==> config.mk <==
export PLATFORM = sky130hd
export DESIGN_NAME = pcileech_sysctl
export DESIGN_NICKNAME = d
export VERILOG_FILES = /design/src/rtl/pcileech_sysctl_pkg.sv /design/src/rtl/pcileech_sysctl_led.sv /design/src/rtl/pcileech_sysctl.sv
export SDC_FILE = /design/constraint.sdc
export NUM_CORES = 1
export LEC_CHECK = 0
export BUFFER_PORTS_ARGS = -buffer_cell sky130_fd_sc_hd__buf_2
export CAP_MARGIN = 20
export CORE_ASPECT_RATIO = 1.5
export CORE_MARGIN = 1.5
export CORE_UTILIZATION = 25
export CTS_CLUSTER_SIZE = 16
export DETAILED_ROUTE_END_ITERATION = 8
export HOLD_SLACK_MARGIN = 0.15
export PLACE_DENSITY = 0.49
export SETUP_SLACK_MARGIN = 0.4
export SLEW_MARGIN = 20
export SYNTH_ARGS = -nofsm -noshare
export SYNTH_HDL_FRONTEND = slang
export SYNTH_SLANG_ARGS = --single-unit
==> constraint.sdc <==
create_clock -name clk -period 6.4 [get_ports clk]
set_input_delay 1.28 -clock clk [delete_from_list [all_inputs] [get_ports clk]]
set_output_delay 1.28 -clock clk [all_outputs]
set_load 0.01 [all_outputs]
==> src/rtl/pcileech_sysctl_pkg.sv <==
// Shared types and sizing helpers for the pcileech system-control block.
package pcileech_sysctl_pkg;

    typedef enum logic [1:0] {
        LED_OFF   = 2'b00,
        LED_ON    = 2'b01,
        LED_BLINK = 2'b10,
        LED_ACT   = 2'b11
    } led_mode_t;

    typedef enum logic {
        S_HOLD = 1'b0,
        S_RUN  = 1'b1
    } sysctl_state_t;

    localparam int HOLD_CNT_W = 16;

    // Width needed to hold the activity reload value itself.
    function automatic int stretch_w(input int cycles);
        return $clog2(cycles + 1);
    endfunction

endpackage

==> src/rtl/pcileech_sysctl_led.sv <==
// One LED channel: mode decode, activity pulse stretcher, polarity invert and output register.
module pcileech_sysctl_led
    import pcileech_sysctl_pkg::*;
#(
    parameter int PARAM_STRETCH_CYCLES = 4194304
) (
    input  logic       clk,
    input  logic       rst,
    input  logic       hold,
    input  logic [1:0] mode,
    input  logic       act,
    input  logic       invert,
    input  logic       blink,
    output logic       led_out
);

    localparam int CNT_W = stretch_w(PARAM_STRETCH_CYCLES);
    localparam logic [CNT_W-1:0] CNT_LOAD = CNT_W'(PARAM_STRETCH_CYCLES);

    logic [CNT_W-1:0] cnt;
    logic [CNT_W-1:0] cnt_nxt;
    logic             v;
    led_mode_t        m;

    // The stretcher runs regardless of mode; v looks at the post-edge count so
    // a strobe lights the LED one cycle later.
    always_comb begin
        m       = led_mode_t'(mode);
        cnt_nxt = cnt;
        if (act) begin
            cnt_nxt = CNT_LOAD;
        end else if (cnt != '0) begin
            cnt_nxt = cnt - 1'b1;
        end
        v = 1'b0;
        case (m)
            LED_OFF:   v = 1'b0;
            LED_ON:    v = 1'b1;
            LED_BLINK: v = blink;
            LED_ACT:   v = (cnt_nxt != '0);
            default:   v = 1'b0;
        endcase
    end

    always_ff @(posedge clk) begin
        if (rst) begin
            cnt     <= '0;
            led_out <= invert;
        end else begin
            cnt     <= cnt_nxt;
            led_out <= hold ? invert : (v ^ invert);
        end
    end

endmodule

==> src/rtl/pcileech_sysctl.sv <==
// System control: 64-bit tickcount, stretched reset FSM and LED channels.
// Define PCILEECH_SYSCTL_PERST_RST_EN to make synchronised PERST# low an extra reset cause.
module pcileech_sysctl
    import pcileech_sysctl_pkg::*;
#(
    parameter int PARAM_RST_CYCLES     = 64,
    parameter int PARAM_LED_CNT        = 2,
    parameter int PARAM_BLINK_BIT      = 24,
    parameter int PARAM_STRETCH_CYCLES = 4194304
) (
    input  logic                       clk,
    input  logic                       rst,
    input  logic                       pcie_perst_n,
    output logic [63:0]                tickcount64,
    output logic                       rst_out,
    input  logic [2*PARAM_LED_CNT-1:0] led_mode,
    input  logic [PARAM_LED_CNT-1:0]   led_act,
    input  logic [PARAM_LED_CNT-1:0]   led_invert,
    output logic [PARAM_LED_CNT-1:0]   led_out,
    output logic [1:0]                 dbg
);

    localparam logic [HOLD_CNT_W-1:0] HOLD_LAST = HOLD_CNT_W'(PARAM_RST_CYCLES - 1);

    logic                  perst_meta;
    logic                  perst_sync;
    logic                  cause;
    logic [63:0]           tick_nxt;
    sysctl_state_t         state;
    sysctl_state_t         state_nxt;
    logic [HOLD_CNT_W-1:0] hold_cnt;
    logic [HOLD_CNT_W-1:0] hold_cnt_nxt;
    logic                  hold_nxt;

    always_ff @(posedge clk) begin
        if (rst) begin
            perst_meta <= 1'b1;
            perst_sync <= 1'b1;
        end else begin
            perst_meta <= pcie_perst_n;
            perst_sync <= perst_meta;
        end
    end

`ifdef PCILEECH_SYSCTL_PERST_RST_EN
    assign cause = ~perst_sync;
`else
    assign cause = 1'b0;
`endif

    assign tick_nxt = rst ? 64'd0 : tickcount64 + 64'd1;

    always_ff @(posedge clk) begin
        if (rst) begin
            tickcount64 <= '0;
        end else begin
            tickcount64 <= tick_nxt;
        end
    end

    // A cause arriving mid-hold pins the counter at 0, so the hold always
    // completes a full PARAM_RST_CYCLES after the last cause cycle.
    always_comb begin
        state_nxt    = state;
        hold_cnt_nxt = hold_cnt;
        if (rst || cause) begin
            state_nxt    = S_HOLD;
            hold_cnt_nxt = '0;
        end else if (state == S_HOLD) begin
            if (hold_cnt == HOLD_LAST) begin
                state_nxt    = S_RUN;
                hold_cnt_nxt = '0;
            end else begin
                hold_cnt_nxt = hold_cnt + 1'b1;
            end
        end
    end

    always_ff @(posedge clk) begin
        if (rst) begin
            state    <= S_HOLD;
            hold_cnt <= '0;
        end else begin
            state    <= state_nxt;
            hold_cnt <= hold_cnt_nxt;
        end
    end

    assign rst_out  = (state == S_HOLD);
    assign hold_nxt = (state_nxt == S_HOLD);
    assign dbg      = {perst_sync, state};

    // Channels register from the next-state values so led_out is forced in
    // exactly the same cycles as rst_out and blink stays in phase with tickcount64.
    for (genvar i = 0; i < PARAM_LED_CNT; i++) begin : g_led
        pcileech_sysctl_led #(
            .PARAM_STRETCH_CYCLES(PARAM_STRETCH_CYCLES)
        ) u_led (
            .clk     (clk),
            .rst     (rst),
            .hold    (hold_nxt),
            .mode    (led_mode[2*i +: 2]),
            .act     (led_act[i]),
            .invert  (led_invert[i]),
            .blink   (tick_nxt[PARAM_BLINK_BIT]),
            .led_out (led_out[i])
        );
    end

endmodule

Word level (Yosys, flattened, before mapping):

Cells that the tools add are included.

* eq/ne operators: 7
* bitwise logic cells: 3
* mux-type cells: 15
* add/sub/neg operators: 4
* reductions and logical operators: 6

Operator list (count)
* $mux W23: 4
* $reduce_bool A23 Y1: 4
* $add A64 B1 Y64 const B: 1
* $sub A23 B1 Y23 const B: 2
* $mux W25: 1
* $add A16 B1 Y16 const B: 1
* $eq A16 B6 Y1 const B: 1
* $mux W16: 1
* $eq A2 B2 Y1 const B: 4
* $pmux W1 S4: 2
* $mux W1: 7
* $eq A2 B1 Y1 const B: 2
* $logic_not A2 Y1: 2
* $xor A1 B1 Y1: 2
* $not A1 Y1: 1

* input port bits: 11
* word-level logic and storage cells: 44
* output and inout port bits: 69
* flip-flop bits (word level): 131

Longest topological paths before layout:

Gate-level depths: netlist of run 1.

* depth in word-level cells: 8
* mapped depth: 11
* depth with buffers taken out: 10

Cells and area by module:

Synthesis of run 1 repeated with hierarchy kept, for this count alone.

* cell total of the unflattened synthesis: 761
* area, all modules: 6472.5 µm²

By module, submodules not included
* pcileech_sysctl: times used 1, cells an instance 441, seq. area each 1661.6 µm², area an instance 3802.4 µm²
* pcileech_sysctl_led: times used 2, cells an instance 160, seq. area each 480.5 µm², area an instance 1335.0 µm²

Least setup slack after synthesis of run 1:

No wires, ideal clock.

* path kind: flip-flop to flip-flop
* start: register g_led[1].u_led.cnt[2]
* end: register g_led[1].u_led.led_out
* required time: 6.275 ns
* setup time: 0.125 ns
* period minus slack after synthesis: 2.500 ns
* path buffers: 1
* path slack: 3.900 ns
* cell stages (with the launch flop): 10
* arrival: 2.375 ns
* cells stage by stage: dfxtp_1 or4_4 nor4_4 buf_6 a21o_4 xor2_1 nand4b_1 nor4_1 a31oi_1 xor2_1

* cells in the longest elaborated chain, start to end: 8
* elaborated cells between the ends (all ways): 9
* those cells by class: add/sub: 1; mux: 5; bitwise: 1; reduce/logical: 2

Ends and longest elaborated chain
* start: declaration: line pcileech_sysctl_led.sv:20 `logic [CNT_W-1:0] cnt;`
* start signal: assignment: line pcileech_sysctl_led.sv:50 `cnt <= cnt_nxt;`
* $sub A23 B1 Y23 or $reduce_bool A23 Y1 (tied branches): line pcileech_sysctl_led.sv:33, pcileech_sysctl_led.sv:32
* $mux W23 (*): line pcileech_sysctl_led.sv:32 `end else if (cnt != '0) begin`
* $mux W23 (*): line pcileech_sysctl_led.sv:30 `if (act) begin`
* $reduce_bool A23 Y1 (*): line pcileech_sysctl_led.sv:40 `LED_ACT: v = (cnt_nxt != '0);`
* $pmux W1 S4 (*): line pcileech_sysctl_led.sv:36 `case (m)`
* $xor A1 B1 Y1 (*): line pcileech_sysctl_led.sv:51 `led_out <= hold ? invert : (v ^ invert);`
* $mux W1 (*): line pcileech_sysctl_led.sv:51
* $mux W1 (*): line pcileech_sysctl_led.sv:46 `if (rst) begin`
* end signal: assignment: line pcileech_sysctl_led.sv:48 `led_out <= invert;`
* end signal: assignment: line pcileech_sysctl_led.sv:51
* end: declaration: line pcileech_sysctl_led.sv:14 `output logic led_out`

Mark *: on every way between the ends. The rest lies on a longest branch, timed or not.
A chain may end at the register's enable or synchronous reset.

Worst setup path after layout of run 1:

Ends and elaborated chain as after synthesis.

==> results_dict.tcl, run 1 <==
set metrics [dict create \
    grt_pass1_vias 5356 \
    drive_gt1_frac 0.163 \
    dieWidth_um 133 \
    drv_slew 0 \
    num_antenna_cells 0 \
    initial_utilization 0.254 \
    power_density_mw_per_mm2 506 \
    vias 5464 \
    netSwitchingFraction 0.397 \
    final_hold_viol_count 0 \
    io_pins 80 \
    grt_overflow 0 \
    cp-end-kind "flop" \
    syn_area_sq_mm 0.00634 \
    tightest_slew_ns 0.881 \
    yosysWarnings 0 \
    arrival_ns 3.49 \
    power_frac_clock 0.267 \
    reg2reg_slack_ns 3.22 \
    die-area_sq_mm 0.0263 \
    wl_per_cell_um 13.8 \
    clock_skew_ns 0.0124 \
    areaGrowthSynthToFinish_pct 20.5 \
    crit_path_max_fanout 13 \
    slew_headroom 0.413 \
    gp_congestion 0.825 \
    peakVddDrop_mv 0.223 \
    combPwrFrac 0.448 \
    setup_viol 0 \
    leakagePower_nw 2.97 \
    timing.final.crit_share 0.498 \
    hold_buffers 0 \
    placed_cell_area_sq_mm 0.00701 \
    dpl.hpwl_um 11600 \
    cts-root-buf "clkbuf_16" \
    numCtsBuffers 17 \
    yosysSeqAreaShare 0.414 \
    cp-start-kind "flop" \
    min_period_ns 3.18 \
    drtAntennaViolNets 0 \
    ys_types 65 \
    cts_resized 0 \
    async_flop_share 0 \
    critical_path_class "flop to flop" \
    cts_setup_buffers 0 \
    firstDrtPassIters 4 \
    row_count 71 \
    drt_iter0_drc 185 \
    hp-class "flop to flop" \
    path_clk_slew_ns 0.06 \
    track_usage 0.128 \
    synth_nets 778 \
    synth_seq_cells 131 \
    seqPwrFrac 0.285 \
    antenna_found_initial 1 \
    grt_max_degree 80 \
    p_int_w 0.00233 \
    cts-htree-levels 4 \
    switching_power_w 0.00153 \
    grt_pass1_wl_um 27000 \
    drv_cap 0 \
    rsz0062_at_grt "no" \
    cts.sinks 131 \
    drc 0 \
    netlist_instances 761 \
    wl_um 16200 \
    tritoncts "done" \
    fin_area_sq_mm 0.00763 \
    tns_ns 0 \
    avgViaCountPerCell 4.67 \
    nNetsFinal 847 \
    cp_data_required_time_ns 6.71 \
    core_sq_mm 0.0250 \
    fmax_mhz 314 \
    synth_top_flop_cell "dfxtp_1" \
    clock_path_buffers 2 \
    port_buffers 79 \
    clk-insertion-delay-late_ns 0.42 \
    synth_edf_count 0 \
    status "completed" \
    die_height_um 198 \
    synth_area_per_cell_sq_um 8.33 \
]
[registers in the layout (all words and copies together) (netlist names)]
signal,cells
tickcount64,64
g_led.u_led.cnt,46
hold_cnt,16
g_led.u_led.led_out,2
perst_meta,1
perst_sync,1
state,1
[power by group through the flow]
| stage | clock, W | combinational, W | sequential, W |
|---|---|---|---|
| 2_1_floorplan | 0 | 0.00147 | 0.00107 |
| 3_3_place_gp | 0 | 0.00174 | 0.00111 |
| 3_5_place_dp | 0 | 0.00172 | 0.00111 |
| 4_1_cts | 0.00106 | 0.00174 | 0.00110 |
| 5_1_grt | 0.00110 | 0.00192 | 0.00112 |
| 6_report | 0.00103 | 0.00173 | 0.00110 |
[kinds of logic after synthesis]
group | count (synthesis) | synth area share
flip-flops | 131 | 0.414
XOR/XNOR | 85 | 0.117
AND/OR/NAND/NOR | 394 | 0.323
multiplexers | 5 | 0.00888
AO/OA/AOI/OAI | 93 | 0.0924
buffers and inverters | 47 | 0.0330
adder cells (fa/ha/maj) | 6 | 0.0118
[cell usage after synthesis, drive strengths merged, types with 2 or more instances]
library cell  count  area (sq um)
and4             10          87.6
and3             20           125
a21o              3          30.0
a22oi             2          15.0
o211ai            2          15.0
inv              15          56.3
ha                6          75.1
a21oi            37           189
a31oi             3          18.8
or4              10          86.3
mux2i             3          33.8
nand2b            3          18.8
and2              3          18.8
a2111oi           3          33.8
buf               8          60.1
a2bb2oi           2          17.5
or3              20           125
dfxtp           131          2620
a211oi            3          22.5
nand4            18           113
nand3b            9          67.6
nor2            136           521
or2               5          31.3
mux2              2          22.5
nand2            61           229
nand4b            3          26.3
o21ai            28           151
nor3             20           111
a311oi            2          17.5
nor4             17           136
xnor2            37           324
clkbuf           23          88.8
a41oi             3          26.3
nand3            37           185
nor3b             3          22.5
nor2b            13          81.3
xor2             48           420
[worst max-delay path, stage by stage (launching register included)]
cell and delay, ns:
dfxtp_1 0.37, or4_4 0.58, nor4_4 0.70, a21boi_2 0.21, and4_1 0.24, xor2_1 0.15
o41ai_1 0.49, a31oi_1 0.17, xor2_1 0.17
[final cells by class]
class                      count  area, sq um
clock buffer                  21          470
clock inverter                11          151
fill                        2656        17300
inverter                      16         60.1
multi-input combinational    583         3510
sequential                   131         2620
tap                          328          410
timing repair buffer          81          413
[through the flow]
step / instances / power, W / utilization / hold slack [ns] / setup slack [ns]
after global routing: 1171 / 0.00414 / 0.306 / 0.439 / 2.96
final: 1171 / 0.00386 / 0.306 / 0.413 / 3.22
after CTS: 1171 / 0.00390 / 0.306 / 0.421 / 3.24
after global placement: 1139 / 0.00285 / 0.281 / 0.392 / 3.23
after floorplan: 761 / 0.00254 / - / 0.389 / 3.90
after detailed placement: 1139 / 0.00283 / 0.281 / 0.406 / 3.24
[path summary, 6_finish.rpt]
check | from | end | cells after the start
setup / recovery | g_led[1].u_led.cnt[2] | g_led[1].u_led.led_out | 8
hold / removal | perst_meta | perst_sync | 1
setup reg to reg | g_led[1].u_led.cnt[2] | g_led[1].u_led.led_out | 8
hold reg to reg | perst_meta | perst_sync | 1
[placed cells by master, fill, tap and decap left out, types with 5 or more instances in the layout]
| cell | count |
|---|---|
| nand3_1 | 37 |
| nand4_1 | 18 |
| xnor2_1 | 37 |
| a21oi_1 | 36 |
| nor2b_1 | 13 |
| xor2_1 | 48 |
| nor4_1 | 15 |
| ha_1 | 6 |
| nand3b_1 | 9 |
| clkbuf_16 | 17 |
| or4_1 | 7 |
| buf_2 | 78 |
| nand2_1 | 61 |
| nor3_1 | 19 |
| or3_1 | 20 |
| and4_1 | 10 |
| nor2_1 | 134 |
| inv_1 | 15 |
| and3_1 | 20 |
| o21ai_0 | 26 |
| dfxtp_1 | 131 |
| or2_2 | 5 |
[routing by layer]
metal | track usage | vias to the layer above | share of wire
met5 | 0 | - | 0.00080
met1 | 0.139 | 2548 | 0.42
met3 | 0.0371 | 29 | 0.044
met2 | 0.233 | 99 | 0.51
li1 | - | 2786 | -
met4 | 0.0513 | 2 | 0.026
Note: power is estimated with default switching activity, not from simulation.
==> inputs of run 2 (changes only) <==
==> constraint.sdc (replaced) <==
create_clock -name clk -period 3.25 [get_ports clk]
set_input_delay 0.65 -clock clk [delete_from_list [all_inputs] [get_ports clk]]
set_output_delay 0.65 -clock clk [all_outputs]
set_load 0.01 [all_outputs]
==> results_dict.tcl, run 2 (synthesis results as in run 1) <==
set metrics [dict create \
    hp-class "primary input to flop" \
    clk-insertion-delay-late_ns 0.43 \
    vias 5593 \
    leakagePower_nw 3.05 \
    drv_cap 0 \
    tritoncts "done" \
    cts-htree-levels 4 \
    crit_path_max_fanout 9 \
    clock_path_buffers 2 \
    die-area_sq_mm 0.0263 \
    track_usage 0.128 \
    dieWidth_um 133 \
    final_util 0.312 \
    drv_slew 0 \
    gp_congestion 0.821 \
    fmax_mhz 363 \
    critical_path_class "flop to flop" \
    final_cell_mix "nor2_1, dfxtp_1, buf_2" \
    reg2reg_from "g_led[0].u_led.cnt[2]" \
    cp-end-kind "flop" \
    areaGrowthSynthToFinish_pct 22.7 \
    drtAntennaViolNets 0 \
    avgViaCountPerCell 4.72 \
    drc 0 \
    final_common_cell "nor2_1" \
    cp-startpoint "g_led[0].u_led.cnt[2]" \
    num_antenna_cells 0 \
    timing.final.crit_share 0.848 \
    regMostFlops "tickcount64" \
    cp-start-kind "flop" \
    initial_utilization 0.254 \
    top_regs "tickcount64 (64), g_led.u_led.cnt (46), hold_cnt (16)" \
    tightest_slew_ns 0.771 \
    clock_skew_ns 0.0118 \
    wl_per_cell_um 14.0 \
    port_buffers 79 \
    nNetsFinal 861 \
    worstHoldStart "pcie_perst_n" \
    path_clk_slew_ns 0.07 \
    grt_pass1_wl_um 26900 \
    slew_headroom 0.484 \
    setup_ws_ns 0.494 \
    peakVddDrop_mv 0.444 \
    place_ws_ns 0.243 \
    cts-root-buf "clkbuf_16" \
    antenna_found_initial 1 \
    grt_overflow 0 \
    power_density_mw_per_mm2 1020 \
    io_pins 80 \
    cts.sinks 131 \
    dpl.hpwl_um 11900 \
    row_count 71 \
    firstDrtPassIters 4 \
    tns_ns 0 \
    status "completed" \
    drive_gt1_frac 0.188 \
    fin_total_pwr_w 0.00790 \
    min_period_ns 2.76 \
    die_height_um 198 \
    rsz0062_at_grt "yes" \
    wl_um 16600 \
    final_hold_viol_count 0 \
    numCtsBuffers 17 \
    drt_iter0_drc 176 \
    grt_max_degree 52 \
    grt_pass1_vias 5436 \
    core_sq_mm 0.0250 \
    arrival_ns 3.12 \
    setup_viol 0 \
    cp_data_required_time_ns 3.61 \
    hold_buffers 0 \
    largest_register_ffs 64 \
]
run 2: changes by cell type in the layout (fill, tap and decap cells not counted), moves of 2 or more:
cell | previous run | this run
buf_4 | 3 | 17
nor4_2 | 0 | 2
clkinv_2 | 1 | 4
nor4_1 | 15 | 13
run 2: path summary, 6_finish.rpt:
path | endpoint | slack (ns) | depth (start not counted)
worst max register to register | g_led[0].u_led.led_out | 0.49 | 8
worst min register to register | perst_sync | 0.42 | 1
worst min-delay path | perst_meta | 0.40 | 2
worst max-delay path | g_led[0].u_led.led_out | 0.49 | 8
run 2: repair_timing:
| item | CTS | global route |
|---|---|---|
| endpoints found under the setup margin | 1 | 4 |
| endpoints found under the hold margin | 0 | 0 |
| pin swaps | 1 | 2 |
| setup buffers | 3 | 3 |
| resized for setup | 0 | 9 |
run 2: per-layer routing:
metal | global-route usage | vias to the layer above | wire [um]
met5 | 0 | - | 13
met4 | 0.0549 | 2 | 397
met3 | 0.0310 | 34 | 656
met2 | 0.239 | 106 | 8570
met1 | 0.135 | 2631 | 6930
li1 | - | 2820 | -
run 2: area by class of cell:
cell class,count,area (sq um)
fillers,2672,17200
repair buffers,95,518
well taps,328,410
multi-input cells,583,3550
inverters,16,60.1
clock buffers,19,453
flip-flops and latches,131,2620
clock inverters,13,159
run 2: worst max-delay path, stage by stage (launching register included):
cell and delay (ns):
dfxtp_1 0.38, nor4_4 0.55, nand3b_1 0.27, a21oi_2 0.39, nand4_1 0.17, a2111oi_2 0.44, a41oi_1 0.18, o21ai_1 0.18
xnor2_1 0.13
run 2: where the power goes:
| part | switching (W) | internal [W] |
|---|---|---|
| clock | 0.000768 | 0.00124 |
| sequential | 0.000320 | 0.00185 |
| combinational | 0.00205 | 0.00167 |
run 2: per-stage QoR:
step | instance area (sq um) | cells | hold WS, ns
2_1_floorplan | 6340 | 761 | 0.389
3_3_place_gp | 7070 | 1147 | 0.392
3_5_place_dp | 7070 | 1147 | 0.398
4_1_cts | 7710 | 1182 | 0.389
5_1_grt | 7780 | 1185 | 0.406
6_report | 7780 | 1185 | 0.401
